[src/rtl/risc_v_multicycle_controller.sv]
// Multicycle RV32 control FSM: Moore-decoded datapath controls, memory states stall on mem_ready.
// Instruction latency 3..5 cycles plus one per mem_ready=0 cycle; reset forces every output low.
module risc_v_multicycle_controller (
    input  logic       clk,
    input  logic       rst,
    input  logic [6:0] op,
    input  logic [2:0] func3,
    input  logic       func7,
    input  logic       zero,
    input  logic       lt,
    input  logic       mem_ready,
    output logic       mem_req,
    output logic       mem_write,
    output logic       adr_src,
    output logic       ir_write,
    output logic       pc_write,
    output logic       reg_write,
    output logic [1:0] result_src,
    output logic [1:0] alu_src_a,
    output logic [1:0] alu_src_b,
    output logic [2:0] alu_control,
    output logic [2:0] imm_src,
    output logic       illegal,
    output logic [3:0] state
);

    localparam logic [3:0] S_FETCH    = 4'd0;
    localparam logic [3:0] S_DECODE   = 4'd1;
    localparam logic [3:0] S_MEMADR   = 4'd2;
    localparam logic [3:0] S_MEMREAD  = 4'd3;
    localparam logic [3:0] S_MEMWB    = 4'd4;
    localparam logic [3:0] S_MEMWRITE = 4'd5;
    localparam logic [3:0] S_EXECR    = 4'd6;
    localparam logic [3:0] S_EXECI    = 4'd7;
    localparam logic [3:0] S_ALUWB    = 4'd8;
    localparam logic [3:0] S_BRANCH   = 4'd9;
    localparam logic [3:0] S_JAL      = 4'd10;
    localparam logic [3:0] S_JALR     = 4'd11;
    localparam logic [3:0] S_JALR2    = 4'd12;
    localparam logic [3:0] S_LUI      = 4'd13;

    localparam logic [6:0] OP_LOAD   = 7'b0000011;
    localparam logic [6:0] OP_STORE  = 7'b0100011;
    localparam logic [6:0] OP_RTYPE  = 7'b0110011;
    localparam logic [6:0] OP_ITYPE  = 7'b0010011;
    localparam logic [6:0] OP_BRANCH = 7'b1100011;
    localparam logic [6:0] OP_JAL    = 7'b1101111;
    localparam logic [6:0] OP_JALR   = 7'b1100111;
    localparam logic [6:0] OP_LUI    = 7'b0110111;

    localparam logic [2:0] ALU_ADD = 3'b000;
    localparam logic [2:0] ALU_SUB = 3'b001;
    localparam logic [2:0] ALU_AND = 3'b010;
    localparam logic [2:0] ALU_OR  = 3'b011;
    localparam logic [2:0] ALU_SLT = 3'b101;

    localparam logic [2:0] IMM_I = 3'b000;
    localparam logic [2:0] IMM_S = 3'b001;
    localparam logic [2:0] IMM_B = 3'b010;
    localparam logic [2:0] IMM_J = 3'b011;
    localparam logic [2:0] IMM_U = 3'b100;

    function automatic logic [2:0] imm_for(input logic [6:0] o);
        case (o)
            OP_LOAD, OP_ITYPE, OP_JALR: imm_for = IMM_I;
            OP_STORE:                   imm_for = IMM_S;
            OP_BRANCH:                  imm_for = IMM_B;
            OP_JAL:                     imm_for = IMM_J;
            OP_LUI:                     imm_for = IMM_U;
            default:                    imm_for = IMM_I;
        endcase
    endfunction

    // sub_ok is low for immediates: IR[30] is part of the immediate there.
    function automatic logic [2:0] alu_for(input logic [2:0] f3, input logic sub_ok);
        case (f3)
            3'b000:  alu_for = sub_ok ? ALU_SUB : ALU_ADD;
            3'b111:  alu_for = ALU_AND;
            3'b110:  alu_for = ALU_OR;
            3'b010:  alu_for = ALU_SLT;
            default: alu_for = ALU_ADD;
        endcase
    endfunction

    logic [3:0] state_q;
    logic [3:0] state_nxt;
    logic       taken;

    assign state = state_q;

    always_ff @(posedge clk or negedge rst) begin
        if (!rst) state_q <= S_FETCH;
        else      state_q <= state_nxt;
    end

    always_comb begin
        case (func3)
            3'b000:  taken = zero;
            3'b001:  taken = !zero;
            3'b100:  taken = lt;
            3'b101:  taken = !lt;
            default: taken = 1'b0;
        endcase
    end

    always_comb begin
        state_nxt = state_q;
        case (state_q)
            S_FETCH:    if (mem_ready) state_nxt = S_DECODE;
            S_DECODE: begin
                case (op)
                    OP_LOAD, OP_STORE: state_nxt = S_MEMADR;
                    OP_RTYPE:          state_nxt = S_EXECR;
                    OP_ITYPE:          state_nxt = S_EXECI;
                    OP_BRANCH:         state_nxt = S_BRANCH;
                    OP_JAL:            state_nxt = S_JAL;
                    OP_JALR:           state_nxt = S_JALR;
                    OP_LUI:            state_nxt = S_LUI;
                    default:           state_nxt = S_FETCH;
                endcase
            end
            S_MEMADR:   state_nxt = (op == OP_LOAD) ? S_MEMREAD : S_MEMWRITE;
            S_MEMREAD:  if (mem_ready) state_nxt = S_MEMWB;
            S_MEMWRITE: if (mem_ready) state_nxt = S_FETCH;
            S_EXECR, S_EXECI, S_JAL, S_JALR2, S_LUI: state_nxt = S_ALUWB;
            S_JALR:     state_nxt = S_JALR2;
            default:    state_nxt = S_FETCH;
        endcase
    end

    // All decoding sits under rst so nothing, strobe or mux select, leaks out during reset.
    always_comb begin
        mem_req     = 1'b0;
        mem_write   = 1'b0;
        adr_src     = 1'b0;
        ir_write    = 1'b0;
        pc_write    = 1'b0;
        reg_write   = 1'b0;
        result_src  = 2'b00;
        alu_src_a   = 2'b00;
        alu_src_b   = 2'b00;
        alu_control = ALU_ADD;
        imm_src     = IMM_I;
        illegal     = 1'b0;
        if (rst) begin
            case (state_q)
                S_FETCH: begin
                    mem_req    = 1'b1;
                    ir_write   = mem_ready;
                    pc_write   = mem_ready;
                    alu_src_b  = 2'b10;
                    result_src = 2'b10;
                end
                S_DECODE: begin
                    alu_src_a = 2'b01;
                    alu_src_b = 2'b01;
                    imm_src   = imm_for(op);
                    illegal   = (state_nxt == S_FETCH);
                end
                S_MEMADR: begin
                    alu_src_a = 2'b10;
                    alu_src_b = 2'b01;
                    imm_src   = imm_for(op);
                end
                S_MEMREAD: begin
                    mem_req = 1'b1;
                    adr_src = 1'b1;
                end
                S_MEMWB: begin
                    result_src = 2'b01;
                    reg_write  = 1'b1;
                end
                S_MEMWRITE: begin
                    mem_req   = 1'b1;
                    adr_src   = 1'b1;
                    mem_write = 1'b1;
                end
                S_EXECR: begin
                    alu_src_a   = 2'b10;
                    alu_control = alu_for(func3, func7);
                end
                S_EXECI: begin
                    alu_src_a   = 2'b10;
                    alu_src_b   = 2'b01;
                    alu_control = alu_for(func3, 1'b0);
                end
                S_ALUWB:  reg_write = 1'b1;
                S_BRANCH: begin
                    alu_src_a   = 2'b10;
                    alu_control = ALU_SUB;
                    pc_write    = taken;
                end
                S_JAL, S_JALR2: begin
                    alu_src_a = 2'b01;
                    alu_src_b = 2'b10;
                    pc_write  = 1'b1;
                end
                S_JALR: begin
                    alu_src_a = 2'b10;
                    alu_src_b = 2'b01;
                end
                S_LUI: begin
                    alu_src_a = 2'b11;
                    alu_src_b = 2'b01;
                    imm_src   = IMM_U;
                end
                default: ;
            endcase
        end
    end

endmodule
[config.mk]
export PLATFORM = sky130hd
export DESIGN_NAME = risc_v_multicycle_controller
export DESIGN_NICKNAME = d
export VERILOG_FILES = /design/src/rtl/risc_v_multicycle_controller.sv
export SDC_FILE = /design/constraint.sdc
export NUM_CORES = 1
export LEC_CHECK = 0
export CAP_MARGIN = 20
export CELL_PAD_IN_SITES_DETAIL_PLACEMENT = 0
export CELL_PAD_IN_SITES_GLOBAL_PLACEMENT = 1
export CORE_MARGIN = 2
export CORE_UTILIZATION = 30
export CTS_CLUSTER_DIAMETER = 40
export DETAILED_ROUTE_END_ITERATION = 10
export PLACE_DENSITY_LB_ADDON = 0.1
export RECOVER_POWER = 100
export SLEW_MARGIN = 25
export SYNTH_ARGS = -nofsm -noshare
export SYNTH_HDL_FRONTEND = slang
export SYNTH_SLANG_ARGS = --single-unit
[constraint.sdc]
create_clock -name clk -period 3.3 [get_ports clk]
set_input_delay 0.33 -clock clk [delete_from_list [all_inputs] [get_ports clk]]
set_output_delay 0.33 -clock clk [all_outputs]
set_load 0.01 [all_outputs]
**Word level (Yosys, flattened, before mapping)**

Index checks and enable logic that the tools add are counted.

- Bits in read-only memories: 0
- Memory bits (writable): 0
- Word-level logic and storage cells: 79
- Memories kept: 0
- Output and inout bits: 23
- Latch bits: 0
- Bits of input ports: 16
- Register bits: 4

- Magnitude comparators: 0
- Equal/unequal tests: 27
- Multiplexer cells: 35
- Shift operators: 0
- Bitwise operators: 0
- Add/subtract/negate cells: 0
- Multiply operators: 0
- Divide/modulo/power cells: 0
- Reductions and logical operators: 16

Operators by type and width:

| operator | number |
|---|---|
| $pmux W4 S7 | 2 |
| $eq A4 B4 Y1 const B | 6 |
| $pmux W3 S4 | 2 |
| $eq A7 B6 Y1 const B | 3 |
| $eq A7 B7 Y1 const B | 3 |
| $pmux W3 S3 | 2 |
| $eq A4 B3 Y1 const B | 4 |
| $reduce_or A5 Y1 | 3 |
| $mux W1 | 14 |
| $eq A3 B3 Y1 const B | 4 |
| $mux W4 | 3 |
| $reduce_or A2 Y1 | 5 |
| $mux W3 | 3 |
| $reduce_or A3 Y1 | 3 |
| $eq A4 B2 Y1 const B | 2 |
| $logic_not A4 Y1 | 2 |
| $pmux W2 S2 | 2 |
| $eq A7 B2 Y1 const B | 1 |
| $eq A7 B5 Y1 const B | 1 |
| $mux W2 | 3 |
| $pmux W2 S3 | 1 |
| $pmux W3 S2 | 1 |
| $eq A4 B1 Y1 const B | 1 |
| $pmux W1 S4 | 1 |
| other kinds (5) | 6 |

**Depth between registers and ports, before layout**

Gate-level depths: netlist of the first run.

- Depth after elaboration: 7
- Mapped depth: 6
- Mapped depth without buffers: 4

**Worst setup path after synthesis of the first run**

OpenSTA, ideal clock, no wires.

- Path type: flip-flop to output port
- Start point: register state_q[3], in the netlist state[3]
- End point: output alu_control[0]
- Arrival time: 1.452 ns
- Stages on the path, launching flop included: 5
- Buffers on the path: 1
- Data required time: 2.970 ns
- Setup slack: 1.518 ns
- Cells stage by stage: dfrtp_1 -> buf_2 -> nand2b_1 -> or4_1 -> a21boi_1

- Longest elaborated chain between the ends: 3
- Elaborated cells between the ends (all ways): 5
- Those cells by class: 3 x eq/ne; 2 x mux

RTL lines:

| what | RTL line | RTL |
|---|---|---|
| from (decl) | 85 | `logic [3:0] state_q;` |
| from (signal assigned) | 93 | `else state_q <= state_nxt;` |
| $eq A4 B4 Y1 / $eq A4 B3 Y1 (equally long branches) | 146 | `case (state_q)` |
| $pmux W3 S3 (*) | 146 |  |
| $mux W3 (*) | 145 | `if (rst) begin` |
| to (decl) | 21 | `output logic [2:0] alu_control,` |

Every way passes the cells marked *; elsewhere a longest branch is shown, timed or not.

**Worst setup path in the final report of the first run**

- Start point: input op[2]
- End point: output illegal

- Longest elaborated chain between the ends: 7
- Elaborated cells between the ends (all ways): 15
- Those cells by class: 8 x eq/ne; 5 x mux; 2 x reduce/logical

RTL lines:

| what | RTL line | RTL |
|---|---|---|
| from (decl) | 6 | `input logic [6:0] op,` |
| $eq A7 B2 Y1 / $eq A7 B6 Y1 (equally long branches) | 111, 122 |  |
| $reduce_or A2 Y1 | 111 | `case (op)` |
| $pmux W4 S7 | 111 |  |
| $pmux W4 S7 (*) | 108 | `case (state_q)` |
| via state_nxt[2] | 86 | `logic [3:0] state_nxt;` |
| $logic_not A4 Y1 (*) | 158 | `illegal = (state_nxt == S_FETCH);` |
| $mux W1 (*) | 146 |  |
| $mux W1 (*) | 145 |  |
| to (decl) | 23 | `output logic illegal,` |

The timed path passes the listed nets; every way through them passes the cells marked *.

==> impl_metrics.json, run 1 <==
{
  "period_needed_ps": 2920,
  "drt.antenna.violating_nets": 0,
  "crit_end_category": "output pin",
  "initial_core_util": 0.3126,
  "multi_input_gate_area_um2": 668.1,
  "r2r_start": "state[1]",
  "cts.hold.buffers_added": 0,
  "hold_viol": 0,
  "area.growth.synth_to_final_pct": 45.94,
  "drv_slew": 0,
  "layout.cells.most_common": "dlygate4sd3_1",
  "floorplan.io_pins": 39,
  "tritoncts": "yes",
  "n_fill_cell": 298,
  "slew-limit-headroom": 0.6010,
  "syn_inst": 116,
  "globalRoute.totalOverflow": 0,
  "ctsLongestPathBuffers": 2,
  "setup-tns-final_ps": 0,
  "post_synth_xor_area_fraction": 0.05170,
  "number_of_global_route_vias_before_repair": 874,
  "timing.fmax_mhz": 342.4,
  "drive_above_1_share": 0.08609,
  "post_synth.cell_area_avg_um2": 7.302,
  "num_vias": 981,
  "worst-r2r-setup-slack_ps": 1420,
  "vdd.ir_drop.worst_uv": 181.1,
  "synth.net_count": 132,
  "clk_pin_slew_ps": 40,
  "cts_repair_resize_count": 0,
  "ys_async_sr_fraction": 1.000,
  "synth_simple_gate_area_frac": 0.5185,
  "ctsHtreeMaxLevel": 1,
  "final_cell_mix": "dlygate4sd3_1, clkdlybuf4s50_1, nor2_1",
  "run_status": "finished, final reports clean",
  "die_w_um": 57.14,
  "cp_arrival_ps": 2590,
  "yosys_most_used_dff": "dfrtp_1",
  "largest_reg_flops": 4,
  "drc_errors": 0,
  "routabilityCongestion": 0.7544,
  "total_power_uw": 229.8,
  "die_area_mm2": 0.003264,
  "synth-adder-area-share": 0,
  "first_iter_violations": 23,
  "r2r_cells": 4,
  "drt_wl_total_um": 2462,
  "globalRouteTotalUtil": 0.1556,
  "timing_worst_slew_pin_value_ps": 598.5,
  "drt_pre_antenna_iters": 4,
  "layout.nets": 169,
  "floorplan.core_area_mm2": 0.002710,
  "clockRootBuffer": "clkbuf_4",
  "ys_seq_area_frac": 0.1182,
  "fin_worst_skew_ps": 1.790,
  "cp-start-kind": "primary input",
  "worstPathRequired_ps": 2970,
  "postCtsSetupRepairBufs": 0,
  "timing_worst_setup_path_type": "in2out",
  "numPortBuffers": 38,
  "cts_sinks": 4,
  "clock_latency_at_the_later_pin_of_the_worst_skew_pair_ps": 240,
  "r2r_end": "state[0]",
  "yosys_warnings": 0,
  "placed_inst_area_mm2": 0.001231,
  "power.leakage_uw": 0.0005227,
  "post-route-cell-area_mm2": 0.001236,
  "netlist-cell-type-count": 51,
  "yosys-top-cells-area": "dfrtp_1, nand2b_1, nor2_1",
  "period_share": 0.8850,
  "antenna-diode-count": 0,
  "synth_area_leader_cell": "dfrtp_1",
  "grt_antenna_before_repair": 0,
  "register_area_um2": 100.1,
  "route.detailed.wl_per_inst_um": 13.53,
  "postSynthRegisterBits": 4,
  "min_path_type": "in2async",
  "detailed_placement_wirelength_estimate_um": 1897,
  "cts_made_buffers": 3,
  "setup_violators_final": 0,
  "critical_path_peak_fanout": 9,
  "synth.mux.area_fraction": 0.01182,
  "synth_top_area_frac": 0.1182,
  "drv.max_cap_violation_count": 0,
  "synth_top_family_by_area": "simple AND/OR/NAND/NOR gates",
  "post_synth_instance_area_um2": 847.1,
  "wire_length_of_the_first_global_routing_pass_um": 4002,
  "cellPowerDensity_mw_per_mm2": 185.9,
  "chipHeight_um": 57.14,
  "synth_enable_flop_cells": 0,
  "synth-compound-area-share": 0.2186,
  "rows": 19,
  "grt_max_degree": 21,
  "via_density": 5.390,
  "grt_setup_unrepaired": "false"
}
==> cells in the mapped netlist, types with 2 or more instances <==
| cell type | n |
|---|---|
| nand3_1 | 3 |
| o32ai_1 | 2 |
| nand2_1 | 7 |
| nor2_1 | 10 |
| or2_2 | 2 |
| xnor2_1 | 3 |
| a21boi_0 | 2 |
| nor3_1 | 7 |
| o21ai_0 | 5 |
| and2_1 | 5 |
| o21a_1 | 2 |
| and2b_1 | 2 |
| nor3b_1 | 2 |
| buf_6 | 2 |
| and3_1 | 2 |
| buf_2 | 4 |
| nand3b_1 | 2 |
| or4_1 | 2 |
| xor2_1 | 2 |
| dfrtp_1 | 4 |
| inv_1 | 3 |
| a21oi_1 | 7 |
| nand2b_1 | 7 |
| clkbuf_1 | 2 |
==> worst max path at each step <==
stage                           endpoint  startpoint  cells past startpoint  slack (ps)
after floorplan           alu_control[0]    state[3]                      4        1520
after detailed placement         illegal       op[2]                      6         530
after CTS                        illegal       op[2]                      6         510
final                            illegal       op[2]                      6         380
after global placement           illegal       op[2]                      6         580
after global routing             illegal       op[2]                      6         210
==> kinds of logic after synthesis <==
family | Yosys count
flops | 4
buf+inv | 12
mux | 1
compound gates | 27
xor+xnor | 5
simple gates | 67
==> power breakdown <==
part | internal [µW] | total, µW | switching (µW)
Clock | 40.8 | 62.1 | 21.4
Sequential | 51.4 | 58.7 | 7.29
Combinational | 58.3 | 109 | 50.7
==> critical path: stages <==
cell and delay, ps:
dlygate4sd3_1 670, nor4_1 400, nand2b_1 90, a221o_1 360
nor3_2 190, clkdlybuf4s50_1 550
==> layer usage <==
| layer | GRT usage | vias to the layer above | wire (µm) |
|---|---|---|---|
| met1 | 0.1961 | 460 | 1063 |
| met4 | 0.02990 | 0 | 12 |
| met5 | 0 | - | 0 |
| met3 | 0.03855 | 2 | 110 |
| li1 | - | 495 | - |
| met2 | 0.2709 | 24 | 1275 |
==> cell type report <==
cell class                 count  share of cell area
tap                           31             0.03138
multi-input combinational    100              0.5405
clock buffer                   3             0.01822
inverter                       3            0.009109
timing repair buffer          41              0.3198
sequential                     4             0.08097
==> metrics by stage <==
stage               std cells  setup slack [ps]  utilization  hold slack, ps
floorplan                 116              1518            -           34.41
global placement          179             580.1       0.4543           654.7
detailed placement        179             528.4       0.4543           654.5
CTS                       182             507.4       0.4626           398.7
global route              182             212.8       0.4561           476.4
finish                    182             379.6       0.4561           469.6
Power figures use the tool's default switching activity.
==> run 2, diff against run 1 <==
CORE_UTILIZATION = 45   (was 30)
DONT_BUFFER_PORTS = 1   (was unset)
PLACE_DENSITY_LB_ADDON = 0.3   (was 0.1)
==> run 2 against run 1 <==
Sequential cell count did not move. Combinational power fell by 48%. Register-to-register slack improved by 50 ps. Clock power fell by 1%. Sequential power rose by 7.7%. Final cell count fell by 25%. Critical path type is now reg2out. Largest cell class unchanged.
==> impl_metrics.json, run 2 (synthesized netlist as in run 1, its figures left out) <==
{
  "critical_path_peak_fanout": 25,
  "ctsHtreeMaxLevel": 1,
  "hold_viol": 0,
  "vdd.ir_drop.worst_uv": 151.7,
  "layout.nets": 129,
  "antenna-diode-count": 0,
  "drv_slew": 0,
  "via_density": 6.081,
  "detailed_placement_wirelength_estimate_um": 1483,
  "setup-tns-final_ps": 0,
  "cp_arrival_ps": 2140,
  "timing_worst_setup_path_type": "reg2out",
  "worstPathRequired_ps": 2970,
  "first_iter_violations": 9,
  "layout.cells.most_common": "nor2_1",
  "crit_end_category": "output pin",
  "final_cell_mix": "nor2_1, nor3_1, nand2b_1, a21oi_1, nand2_1",
  "grt_max_degree": 26,
  "slew-limit-headroom": 0.4706,
  "drive_above_1_share": 0.1081,
  "ctsLongestPathBuffers": 2,
  "total_power_uw": 181.7,
  "initial_core_util": 0.4853,
  "floorplan.io_pins": 39,
  "cellPowerDensity_mw_per_mm2": 215.1,
  "pre_cts_ws_ps": 1158,
  "die_w_um": 47.39,
  "cts_sinks": 4,
  "postLayoutCoreUtil": 0.4839,
  "rows": 15,
  "die_area_mm2": 0.002245,
  "route.detailed.wl_per_inst_um": 15.01,
  "grt_setup_unrepaired": "false",
  "num_vias": 827,
  "timing.fmax_mhz": 404.4,
  "period_share": 0.7494,
  "n_fill_cell": 191,
  "grt_antenna_before_repair": 0,
  "routabilityCongestion": 0.7367,
  "clk_pin_slew_ps": 40,
  "chipHeight_um": 47.39,
  "area.growth.synth_to_final_pct": -0.2954,
  "min_path_type": "in2reg",
  "globalRoute.totalOverflow": 0,
  "cp-start-kind": "flop",
  "drt_pre_antenna_iters": 5,
  "number_of_global_route_vias_before_repair": 712,
  "wire_length_of_the_first_global_routing_pass_um": 3111,
  "drt_wl_total_um": 2041,
  "power.leakage_uw": 0.0003090,
  "clockRootBuffer": "clkbuf_4",
  "drv.max_cap_violation_count": 0,
  "tritoncts": "yes",
  "fin_worst_skew_ps": 1.069,
  "clock_latency_at_the_later_pin_of_the_worst_skew_pair_ps": 240,
  "setup_violators_final": 0,
  "layout_setup_ws_ps": 826.9,
  "largest_reg_flops": 4,
  "drc_errors": 0,
  "globalRouteTotalUtil": 0.1943,
  "drt.antenna.violating_nets": 0,
  "floorplan.core_area_mm2": 0.001745,
  "run_status": "finished, final reports clean",
  "worst-r2r-setup-slack_ps": 1470,
  "period_needed_ps": 2473,
  "timing_worst_slew_pin_value_ps": 794.1,
  "cts_made_buffers": 3,
  "numPortBuffers": 0
}
-- run 2: cell count changes in the layout (fill, tap and decap cells not counted), sizes merged --
cell	before	now
clkbuf	5	3
buf	1	0
clkdlybuf4s50	14	0
dlygate4sd3	24	1
-- run 2: worst max-delay path, cell delays in order, from the launching register on --
cell	delay (ps)
dfrtp_1	850
nand2b_1	220
or4_1	500
a21boi_0	330
-- run 2: worst paths after layout --
check	start	depth (start not counted)	to
worst max-delay path	state[1]	3	alu_control[0]
worst min-delay path	mem_ready	2	state[0]
worst max register to register	state[1]	3	state[0]
worst min register to register	state[3]	1	state[0]
max in group asynchronous	rst	1	state[2]
min in group asynchronous	rst	1	state[0]
-- run 2: layer usage --
layer	wire length (µm)	GRT usage	vias to the layer above
li1	-	-	422
met1	980	0.2692	370
met2	905	0.2865	31
met3	133	0.04231	4
met4	21	0.08333	0
met5	0	0	-
-- run 2: through the flow --
| stage | instances | cell area [µm²] | hold slack [ps] |
|---|---|---|---|
| global route | 136 | 844.6 | 317.2 |
| detailed placement | 132 | 820.8 | 34.70 |
| finish | 136 | 844.6 | 311.3 |
| global placement | 132 | 820.8 | 34.71 |
| CTS | 136 | 853.3 | 298.3 |
| floorplan | 116 | 847.1 | 34.41 |
-- run 2: cell type report --
cell class	instances	area, µm²	share of cell area
multi-input combinational	100	669.4	0.7926
sequential	4	100.1	0.1185
tap	25	31.28	0.03704
clock buffer	3	22.52	0.02667
inverter	3	11.26	0.01333
timing repair buffer	1	10.01	0.01185
-- run 2: power by group --
part           switching, µW  internal (µW)
logic                   29.7           27.3
clock network           20.7           40.7
registers               11.9           51.3
total                   62.4            119
-- run 2: repair_timing --
| action | CTS | global route |
|---|---|---|
| endpoints found under the hold margin | 4 | 0 |
| hold buffers | 1 | 0 |
| setup buffers | 0 | 0 |
| resized for setup | 0 | 0 |
